[src/rtl/mem_arbiter.sv]
// mem_arbiter: shares one single-port 32-bit frame-buffer memory among NUM_REQ
// drawing engines. One request is granted per cycle over the rts/rtr handshake.
// The granted command is registered onto the memory port, and read data is
// broadcast back with a one-hot per-requester xfc strobe.
//
// Ports
//   clk, rst     clock (rising edge) and synchronous active-high reset
//   req_rts      per-slot ready-to-send
//   req_rtr      per-slot grant, combinational, one-hot or zero
//   req_op       per-slot op (1 = write, 0 = read)
//   req_addr     per-slot 16-bit word address, slot i at [16i+15:16i]
//   req_data     per-slot 32-bit write data, slot i at [32i+31:32i]
//   req_wben     per-slot 4-bit byte enables, slot i at [4i+3:4i]
//   mem_rdy      memory accepts a command this cycle
//   mem_en/we/addr/wdata/wben   registered memory command
//   mem_rdata    read data, valid RD_LAT cycles after a read mem_en
//   bcast_data   registered copy of mem_rdata
//   bcast_xfc    one-hot owner of bcast_data this cycle
module mem_arbiter #(
   parameter int unsigned NUM_REQ = 4,
   parameter int unsigned RD_LAT  = 2,
   parameter int unsigned PRIO0   = 1
) (
   input  logic                    clk,
   input  logic                    rst,
   input  logic [NUM_REQ-1:0]      req_rts,
   output logic [NUM_REQ-1:0]      req_rtr,
   input  logic [NUM_REQ-1:0]      req_op,
   input  logic [16*NUM_REQ-1:0]   req_addr,
   input  logic [32*NUM_REQ-1:0]   req_data,
   input  logic [4*NUM_REQ-1:0]    req_wben,
   input  logic                    mem_rdy,
   output logic                    mem_en,
   output logic                    mem_we,
   output logic [15:0]             mem_addr,
   output logic [31:0]             mem_wdata,
   output logic [3:0]              mem_wben,
   input  logic [31:0]             mem_rdata,
   output logic [31:0]             bcast_data,
   output logic [NUM_REQ-1:0]      bcast_xfc
);

   localparam int unsigned PW       = $clog2(NUM_REQ);
   localparam int unsigned AW       = 16;
   localparam int unsigned DW       = 32;
   localparam int unsigned BW       = 4;
   localparam int unsigned FIRST_RR = (PRIO0 != 0) ? 1 : 0;
   localparam logic [NUM_REQ-1:0] ONE_HOT0 = {{(NUM_REQ-1){1'b0}}, 1'b1};

   // round-robin pointer and registered memory command
   logic [PW-1:0]      r_rr_ptr;
   logic               r_mem_en;
   logic               r_mem_we;
   logic [AW-1:0]      r_mem_addr;
   logic [DW-1:0]      r_mem_wdata;
   logic [BW-1:0]      r_mem_wben;

   // read tags: stage 0 runs alongside mem_en, stages 1..RD_LAT track the latency
   logic               r_tag_v  [RD_LAT+1];
   logic [PW-1:0]      r_tag_id [RD_LAT+1];

   logic [DW-1:0]      r_bcast_data;
   logic [NUM_REQ-1:0] r_bcast_xfc;

   logic               w_gnt_vld;
   logic               w_rr_gnt;
   logic [PW-1:0]      w_gnt_idx;
   logic [NUM_REQ-1:0] w_gnt;
   logic [PW-1:0]      w_rr_nxt;
   logic               w_gnt_op;
   logic               w_rd;

   // grant select: optional slot-0 priority, then round-robin from r_rr_ptr
   always_comb begin
      int unsigned   v_j;
      logic [PW-1:0] v_idx;
      w_gnt_vld = 1'b0;
      w_rr_gnt  = 1'b0;
      w_gnt_idx = '0;
      v_j       = 0;
      v_idx     = '0;
      if (!rst && mem_rdy) begin
         if ((PRIO0 != 0) && req_rts[0]) begin
            w_gnt_vld = 1'b1;
         end else begin
            for (int unsigned k = 0; k < NUM_REQ; k++) begin
               v_j = 32'(r_rr_ptr) + k;
               if (v_j >= NUM_REQ) begin
                  v_j = v_j - NUM_REQ;
               end
               v_idx = PW'(v_j);
               // slot 0 never wins the round-robin search while it owns priority
               if (!w_gnt_vld && req_rts[v_idx] &&
                   !((PRIO0 != 0) && (v_idx == '0))) begin
                  w_gnt_vld = 1'b1;
                  w_rr_gnt  = 1'b1;
                  w_gnt_idx = v_idx;
               end
            end
         end
      end
   end

   assign w_gnt    = w_gnt_vld ? (ONE_HOT0 << w_gnt_idx) : '0;
   assign req_rtr  = w_gnt;
   assign w_gnt_op = req_op[w_gnt_idx];
   assign w_rd     = w_gnt_vld & ~w_gnt_op;

   // pointer moves past a round-robin winner, wrapping to the first round-robin slot
   assign w_rr_nxt = (w_gnt_idx == PW'(NUM_REQ-1)) ? PW'(FIRST_RR) : (w_gnt_idx + PW'(1));

   always_ff @(posedge clk) begin
      if (rst) begin
         r_rr_ptr <= '0;
      end else if (w_rr_gnt) begin
         r_rr_ptr <= w_rr_nxt;
      end
   end

   // issue register: payload holds its last value when nothing is granted
   always_ff @(posedge clk) begin
      if (rst) begin
         r_mem_en    <= 1'b0;
         r_mem_we    <= 1'b0;
         r_mem_addr  <= '0;
         r_mem_wdata <= '0;
         r_mem_wben  <= '0;
      end else begin
         r_mem_en <= w_gnt_vld;
         if (w_gnt_vld) begin
            r_mem_we    <= w_gnt_op;
            r_mem_addr  <= req_addr[AW*w_gnt_idx +: AW];
            r_mem_wdata <= req_data[DW*w_gnt_idx +: DW];
            r_mem_wben  <= w_gnt_op ? req_wben[BW*w_gnt_idx +: BW] : '0;
         end
      end
   end

   // tag shift register; reset drops any reads still in flight
   always_ff @(posedge clk) begin
      if (rst) begin
         for (int unsigned k = 0; k <= RD_LAT; k++) begin
            r_tag_v[k]  <= 1'b0;
            r_tag_id[k] <= '0;
         end
      end else begin
         r_tag_v[0]  <= w_rd;
         r_tag_id[0] <= w_gnt_idx;
         for (int unsigned k = 1; k <= RD_LAT; k++) begin
            r_tag_v[k]  <= r_tag_v[k-1];
            r_tag_id[k] <= r_tag_id[k-1];
         end
      end
   end

   // read return: capture rdata when the matching tag reaches the last stage
   always_ff @(posedge clk) begin
      if (rst) begin
         r_bcast_data <= '0;
         r_bcast_xfc  <= '0;
      end else begin
         if (r_tag_v[RD_LAT]) begin
            r_bcast_data <= mem_rdata;
            r_bcast_xfc  <= ONE_HOT0 << r_tag_id[RD_LAT];
         end else begin
            r_bcast_xfc  <= '0;
         end
      end
   end

   assign mem_en     = r_mem_en;
   assign mem_we     = r_mem_we;
   assign mem_addr   = r_mem_addr;
   assign mem_wdata  = r_mem_wdata;
   assign mem_wben   = r_mem_wben;
   assign bcast_data = r_bcast_data;
   assign bcast_xfc  = r_bcast_xfc;

endmodule
[config.mk]
export PLATFORM = sky130hd
export DESIGN_NAME = mem_arbiter
export DESIGN_NICKNAME = d
export VERILOG_FILES = /design/src/rtl/mem_arbiter.sv
export SDC_FILE = /design/constraint.sdc
export NUM_CORES = 1
export LEC_CHECK = 0
export CORE_AREA = 2 2 135 137
export DETAILED_ROUTE_END_ITERATION = 16
export DIE_AREA = 0 0 137 139
export PLACE_DENSITY = 0.7
export SYNTH_ARGS = -nofsm -noshare
export SYNTH_HDL_FRONTEND = slang
export SYNTH_SLANG_ARGS = --single-unit
[constraint.sdc]
create_clock -name clk -period 8.4 [get_ports clk]
set_input_delay 2.52 -clock clk [delete_from_list [all_inputs] [get_ports clk]]
set_output_delay 2.52 -clock clk [all_outputs]
set_load 0.005 [all_outputs]
# Word-level counts from Yosys, hierarchy flattened
# Memory sizes are Yosys's and may differ from the RTL's.
# Cells that the tools add are included.
# word_totals
reg_bits	92
latchBits	0
mem_bits_rw	9
rom_bits	0
inputBits	251
output_inout_bits	94
word_cells	120
mem_count	2
# memory_table
memory	depth	word_bits	read_ports	rd_clocked_by_memory_dff	write_ports	line	text
r_tag_id	3	2	3	0	3	60	logic [PW-1:0] r_tag_id [RD_LAT+1];
r_tag_v	3	1	3	0	3	59	logic r_tag_v [RD_LAT+1];
# op_classes
addsub	8
multipliers	0
div	0
n_lt_le_gt_ge	9
eq_ne	1
shift	5
n_mux	57
bitwise_logic	9
reduce_logical	21
# ops
op	count
$shiftx A128 B8 Y32	1
$shiftx A64 B7 Y16	1
$mux W2	22
$mux W1	28
$shiftx A16 B5 Y4	1
$lt A2 B3 Y1 const B	5
$bmux W1 S2	5
$ge A3 B3 Y1 const B	3
$logic_and A1 B1 Y1	8
$logic_not A1 Y1	8
$logic_not A2 Y1	4
$mux W4	2
$shl A1 B2 Y4 const A	2
$sub A2 B1 Y2 const B	4
$add A2 B2 Y3 const B	2
$or A1 B1 Y1	6
$add A2 B1 Y3 const B	1
$ge A2 B3 Y1 const B	1
$add A2 B1 Y2 const B	1
$eq A2 B2 Y1 const B	1
$not A1 Y1	2
$reduce_or A2 Y1	1
$and A1 B1 Y1	1

# Logic depth before layout (Yosys ltp)
# depth
word_depth	33
depth_mapped	13
mapped_depth_nobuf	10

# Worst setup path after synthesis
# OpenSTA, ideal clock, no wires.
# synth_path
kind	input to output
start	input rst
end	output req_rtr[2]
arrival_ns	4.095
required_time_ns	5.880
path_slack_ns	1.785
cell_stages	9
n_path_buf	3
cell_sequence	clkbuf_1 > nor3b_1 > inv_1 > a41o_1 > a21oi_4 > buf_4 > buf_2 > ha_1 > and2_1
# synth_between
elab_chain_cells	5
word_cells_on_any_way	6
classes_between	shift (1); mux (3); reduce/logical (2)
# synth_lines
element	line	text
start: declaration	25	input logic rst,
$logic_not A1 Y1	82	if (!rst && mem_rdy) begin
$logic_and A1 B1 Y1	82	
$mux W2	82	
named net w_gnt_idx[1]	67	logic [PW-1:0] w_gnt_idx;
$shl A1 B2 Y4	104	assign w_gnt = w_gnt_vld ? (ONE_HOT0 << w_gnt_idx) : '0;
$mux W4	104	
end: declaration	27	output logic [NUM_REQ-1:0] req_rtr,
# The timed path passes the listed nets, and every way through them passes these cells.

# Final worst setup path
# layout_path
start	input req_rts[0]
end	output req_rtr[1]
# layout_between
elab_chain_cells	26
word_cells_on_any_way	38
classes_between	shift (1); mux (27); reduce/logical (10)
# layout_lines
element	line	text
start: declaration	26	input logic [NUM_REQ-1:0] req_rts,
$bmux W1 S2	93	if (!w_gnt_vld && req_rts[v_idx] &&
$mux W1 (not written as such)	93	
$logic_and A1 B1 Y1	93	
$mux W1	93	
$mux W1	83	if ((PRIO0 != 0) && req_rts[0]) begin
$mux W1	82	
$logic_not A1 Y1	93	
$logic_and A1 B1 Y1 (2 in a row)	93	
[8 not listed]	-	
$mux W1	82	
$logic_not A1 Y1	93	
$logic_and A1 B1 Y1 (2 in a row)	93	
$mux W2	93	
$mux W2	83	
$mux W2	82	
$shl A1 B2 Y4	104	
$mux W4 (*)	104	
# Every way passes the cells marked *; elsewhere a longest branch is shown, timed or not. The select of a mux whose other input is x is not followed.

==> flow_metrics.py <==
metrics = {
    "run_status": {
        "status": "completed",
    },
    "critical_path": {
        "cp_max_fo": 5,
        "startpoint_type": "input pin",
        "timing.critical_path.to_type": "output pin",
        "worst_ep_required_time_ns": 5.88,
        "type_of_the_worst_setup_path": "in -> out",
        "cp_data_arrival_time_ns": 4.93,
    },
    "floorplanning": {
        "placement_rows": 49,
        "io-pin-count": 345,
        "die_area_mm2": 0.0190,
        "core_area_mm2": 0.0177,
        "floorplan.initialDensity_pct": 30.7,
        "die_h_um": 139,
        "die_width_um": 137,
    },
    "drt": {
        "drtPass1Iterations": 6,
        "post-route-drc-count": 0,
        "routed_wl_mm": 20.0,
        "route.detailed.wl_per_inst_um": 16.2,
        "remaining_antenna_violation_count_after_routing": 0,
        "detailroute.via_count": 6024,
        "route.detailed.vias_per_inst": 4.86,
        "detailedRoute.firstIterationViolations": 222,
    },
    "yosys": {
        "post_synth_instance_area_mm2": 0.00543,
        "seq_area_frac_synth_pct": 37.3,
        "synth_cells": 697,
        "synth.ff_latch_count": 101,
        "synth_enable_flop_cells": 0,
        "netlist_top_cells_area": "sky130_fd_sc_hd__dfxtp_1 (37%), sky130_fd_sc_hd__nand2_1 (13%), sky130_fd_sc_hd__nand3_1 (8.9%), sky130_fd_sc_hd__mux2i_1 (8.5%), sky130_fd_sc_hd__and3_1 (5.5%)",
        "avgSynthCellArea_um2": 7.79,
        "synth_top_area_share_pct": 37.3,
        "ys_warn_count": 0,
        "distinct_cells_synth": 45,
        "asyncSetResetFlopFracSynth_pct": 0,
        "ys_dominant_reg_cell": "sky130_fd_sc_hd__dfxtp_1",
        "synth_top_area_cell": "sky130_fd_sc_hd__dfxtp_1",
        "mappedNetlistNets": 956,
    },
    "power": {
        "netSwitchingPower_uw": 335,
        "power.density_cell_area_mw_per_mm2": 135,
        "worst_ir_drop_vdd_mv": 0.0842,
        "power.static_leakage_uw": 0.00374,
        "power.share.sequential_pct": 41.5,
        "share_clk_of_total_power_pct": 33.4,
        "net_sw_share_pct": 26.7,
        "cell_internal_pwr_uw": 919,
        "comb_power_share_pct": 25.0,
        "post-layout-total-power_uw": 1250,
    },
    "clock_network": {
        "count_of_clock_tree_sinks": 101,
        "post_cts_buffers": 0,
        "tritoncts": "yes",
        "ctsHoldBuffers": 0,
        "cts-resized-gates": 0,
        "cts.reportedPaths.clkPinSlew_ns": 0.08,
        "cts_root_buf": "sky130_fd_sc_hd__clkbuf_16",
        "tritoncts.num_buffers": 9,
        "clock_insertion_delay_worst_skew_ns": 0.34,
        "cts-root-to-sink-buffers": 2,
        "cts_htree_levels": 3,
    },
    "sta": {
        "unrepaired_setup_endpoints_after_global_routing": "no",
        "setup_viol": 0,
        "worst_clock_skew_ns": 0.00597,
        "worst_slew_margin_rel_pct": 28.5,
        "timing.final.crit_period_ns": 7.45,
        "finalMaxSlewViolations": 0,
        "setup-tns-final_ns": 0,
        "max_slew.worst_pin.slew_ns": 1.07,
        "maximum_achievable_frequency_mhz": 134,
        "fin_crit_sh_pct": 88.7,
        "timing.final.hold_violations": 0,
    },
    "grt": {
        "grt.total_usage_pct": 20.5,
        "grt_util_met2_pct": 35.2,
        "grt_first_pass_wirelength_mm": 30.8,
        "grt_most_used_layer": "met2",
        "grt_pass1_vias": 5854,
        "grtUsageMet3_pct": 6.76,
        "grt_start_max_net_pins": 97,
        "globalRouteOverflowTotal": 0,
        "antenna_found_initial": 1,
        "met1_usage_pct": 23.9,
    },
    "final_layout": {
        "fin_nets": 1263,
        "layout_commonest_cell": "sky130_fd_sc_hd__clkdlybuf4s50_1",
        "final.fill_count": 1718,
        "synthToLayoutAreaGrowth_pct": 70.8,
        "drive_above_1_share_pct": 6.05,
        "final_cell_mix": "sky130_fd_sc_hd__clkdlybuf4s50_1 (344), sky130_fd_sc_hd__nand2_1 (193), sky130_fd_sc_hd__dfxtp_1 (100), sky130_fd_sc_hd__nand3_1 (97), sky130_fd_sc_hd__and3_1 (48)",
    },
    "min_path": {
        "timing.hold.worst.class": "reg -> reg",
    },
    "placed_design": {
        "place.gp.congestion": 0.866,
        "buffer_ports.inserted": 344,
        "hpwlAfterDp_mm": 14.3,
    },
    "job": {
        "drv.max_cap_violation_count": 0,
    },
}
==> cell usage after synthesis (2+ instances only) <==
master,instances
sky130_fd_sc_hd__buf_6,4
sky130_fd_sc_hd__nor2b_1,7
sky130_fd_sc_hd__nand2b_1,3
sky130_fd_sc_hd__buf_1,5
sky130_fd_sc_hd__inv_2,4
sky130_fd_sc_hd__a32o_1,4
sky130_fd_sc_hd__mux2i_1,46
sky130_fd_sc_hd__o22ai_1,3
sky130_fd_sc_hd__nand2_1,193
sky130_fd_sc_hd__o21a_1,2
sky130_fd_sc_hd__clkbuf_1,38
sky130_fd_sc_hd__nor2_1,38
sky130_fd_sc_hd__and3_1,48
sky130_fd_sc_hd__ha_1,8
sky130_fd_sc_hd__nor4bb_1,2
sky130_fd_sc_hd__or2_2,3
sky130_fd_sc_hd__a211oi_1,2
sky130_fd_sc_hd__a31o_2,18
sky130_fd_sc_hd__and2_1,4
sky130_fd_sc_hd__nand3_1,97
sky130_fd_sc_hd__a31o_1,31
sky130_fd_sc_hd__buf_2,9
sky130_fd_sc_hd__inv_1,5
sky130_fd_sc_hd__dfxtp_1,101
sky130_fd_sc_hd__o211ai_1,2
==> power groups by stage <==
stage | combinational, uW | clock [uW] | sequential [uW]
after floorplan | 116 | 0 | 532
after global placement | 314 | 0 | 531
after detailed placement | 316 | 0 | 532
after CTS | 317 | 431 | 521
after global routing | 342 | 455 | 525
final | 314 | 419 | 521
==> final timing paths <==
check	cells after the start	end	slack, ns	start
max	9	req_rtr[1]	0.95	req_rts[0]
min	1	r_tag_id[0][4]$_SDFF_PP0_	0.44	r_tag_id[0][2]$_SDFF_PP0_
max reg2reg	10	mem_wben[1]$_SDFFE_PP0P_	4.67	r_rr_ptr[0]$_SDFFE_PP0P_
min reg2reg	1	r_tag_id[0][4]$_SDFF_PP0_	0.44	r_tag_id[0][2]$_SDFF_PP0_
==> worst max-delay path, stage by stage <==
cell,delay [ns]
sky130_fd_sc_hd__clkdlybuf4s50_1,0.54
sky130_fd_sc_hd__mux2i_1,0.15
sky130_fd_sc_hd__o22ai_1,0.37
sky130_fd_sc_hd__o2111ai_2,0.19
sky130_fd_sc_hd__a21oi_4,0.26
sky130_fd_sc_hd__clkinv_2,0.10
sky130_fd_sc_hd__ha_1,0.21
sky130_fd_sc_hd__and2_1,0.14
sky130_fd_sc_hd__clkdlybuf4s50_1,0.44
==> through the flow <==
stage	worst slack, ns	area, um^2	hold slack [ns]	util [%]	instances
2_1_floorplan	1.79	5430	0.414	-	697
3_3_place_gp	1.01	8970	0.417	50.8	1222
3_5_place_dp	0.965	8970	0.422	50.8	1222
4_1_cts	0.961	9270	0.443	52.5	1238
5_1_grt	0.791	9270	0.454	52.5	1238
6_report	0.947	9270	0.441	52.5	1239
==> layout make-up <==
type / instances / area, um^2 / share of cell area (%)
repair buffers: 353 / 3510 / 37.9
multi-input cells: 530 / 3110 / 33.6
flip-flops and latches: 101 / 2020 / 21.8
well taps: 229 / 287 / 3.09
clock buffers: 9 / 225 / 2.43
clock inverters: 7 / 73.8 / 0.796
inverters: 9 / 35.0 / 0.378
diodes: 1 / 2.50 / 0.0270
==> kinds of logic after synthesis <==
| logic type | Yosys count | synth area share (%) |
|---|---|---|
| adders and majority gates | 8 | 1.84 |
| and+or+nand+nor | 400 | 33.7 |
| buffers and inverters | 66 | 5.40 |
| muxes | 50 | 9.85 |
| DFF | 101 | 37.3 |
| AOI/OAI and AO/OA | 72 | 12.0 |
==> flip-flops by register name, indices dropped and copies added, names as in the netlist, 2 cells and up <==
register,flops
r_tag_id,6
r_rr_ptr,2
mem_addr,16
bcast_xfc,4
r_tag_v,3
bcast_data,32
mem_wdata,32
mem_wben,4
==> per-layer routing <==
| layer | routed length (um) | share of wire (%) |
|---|---|---|
| met1 | 7980 | 40 |
| met2 | 9540 | 48 |
| met3 | 2080 | 10 |
| met4 | 416 | 2.1 |
| met5 | 0 | 0 |
No activity file was read; power rests on OpenSTA's default activity.
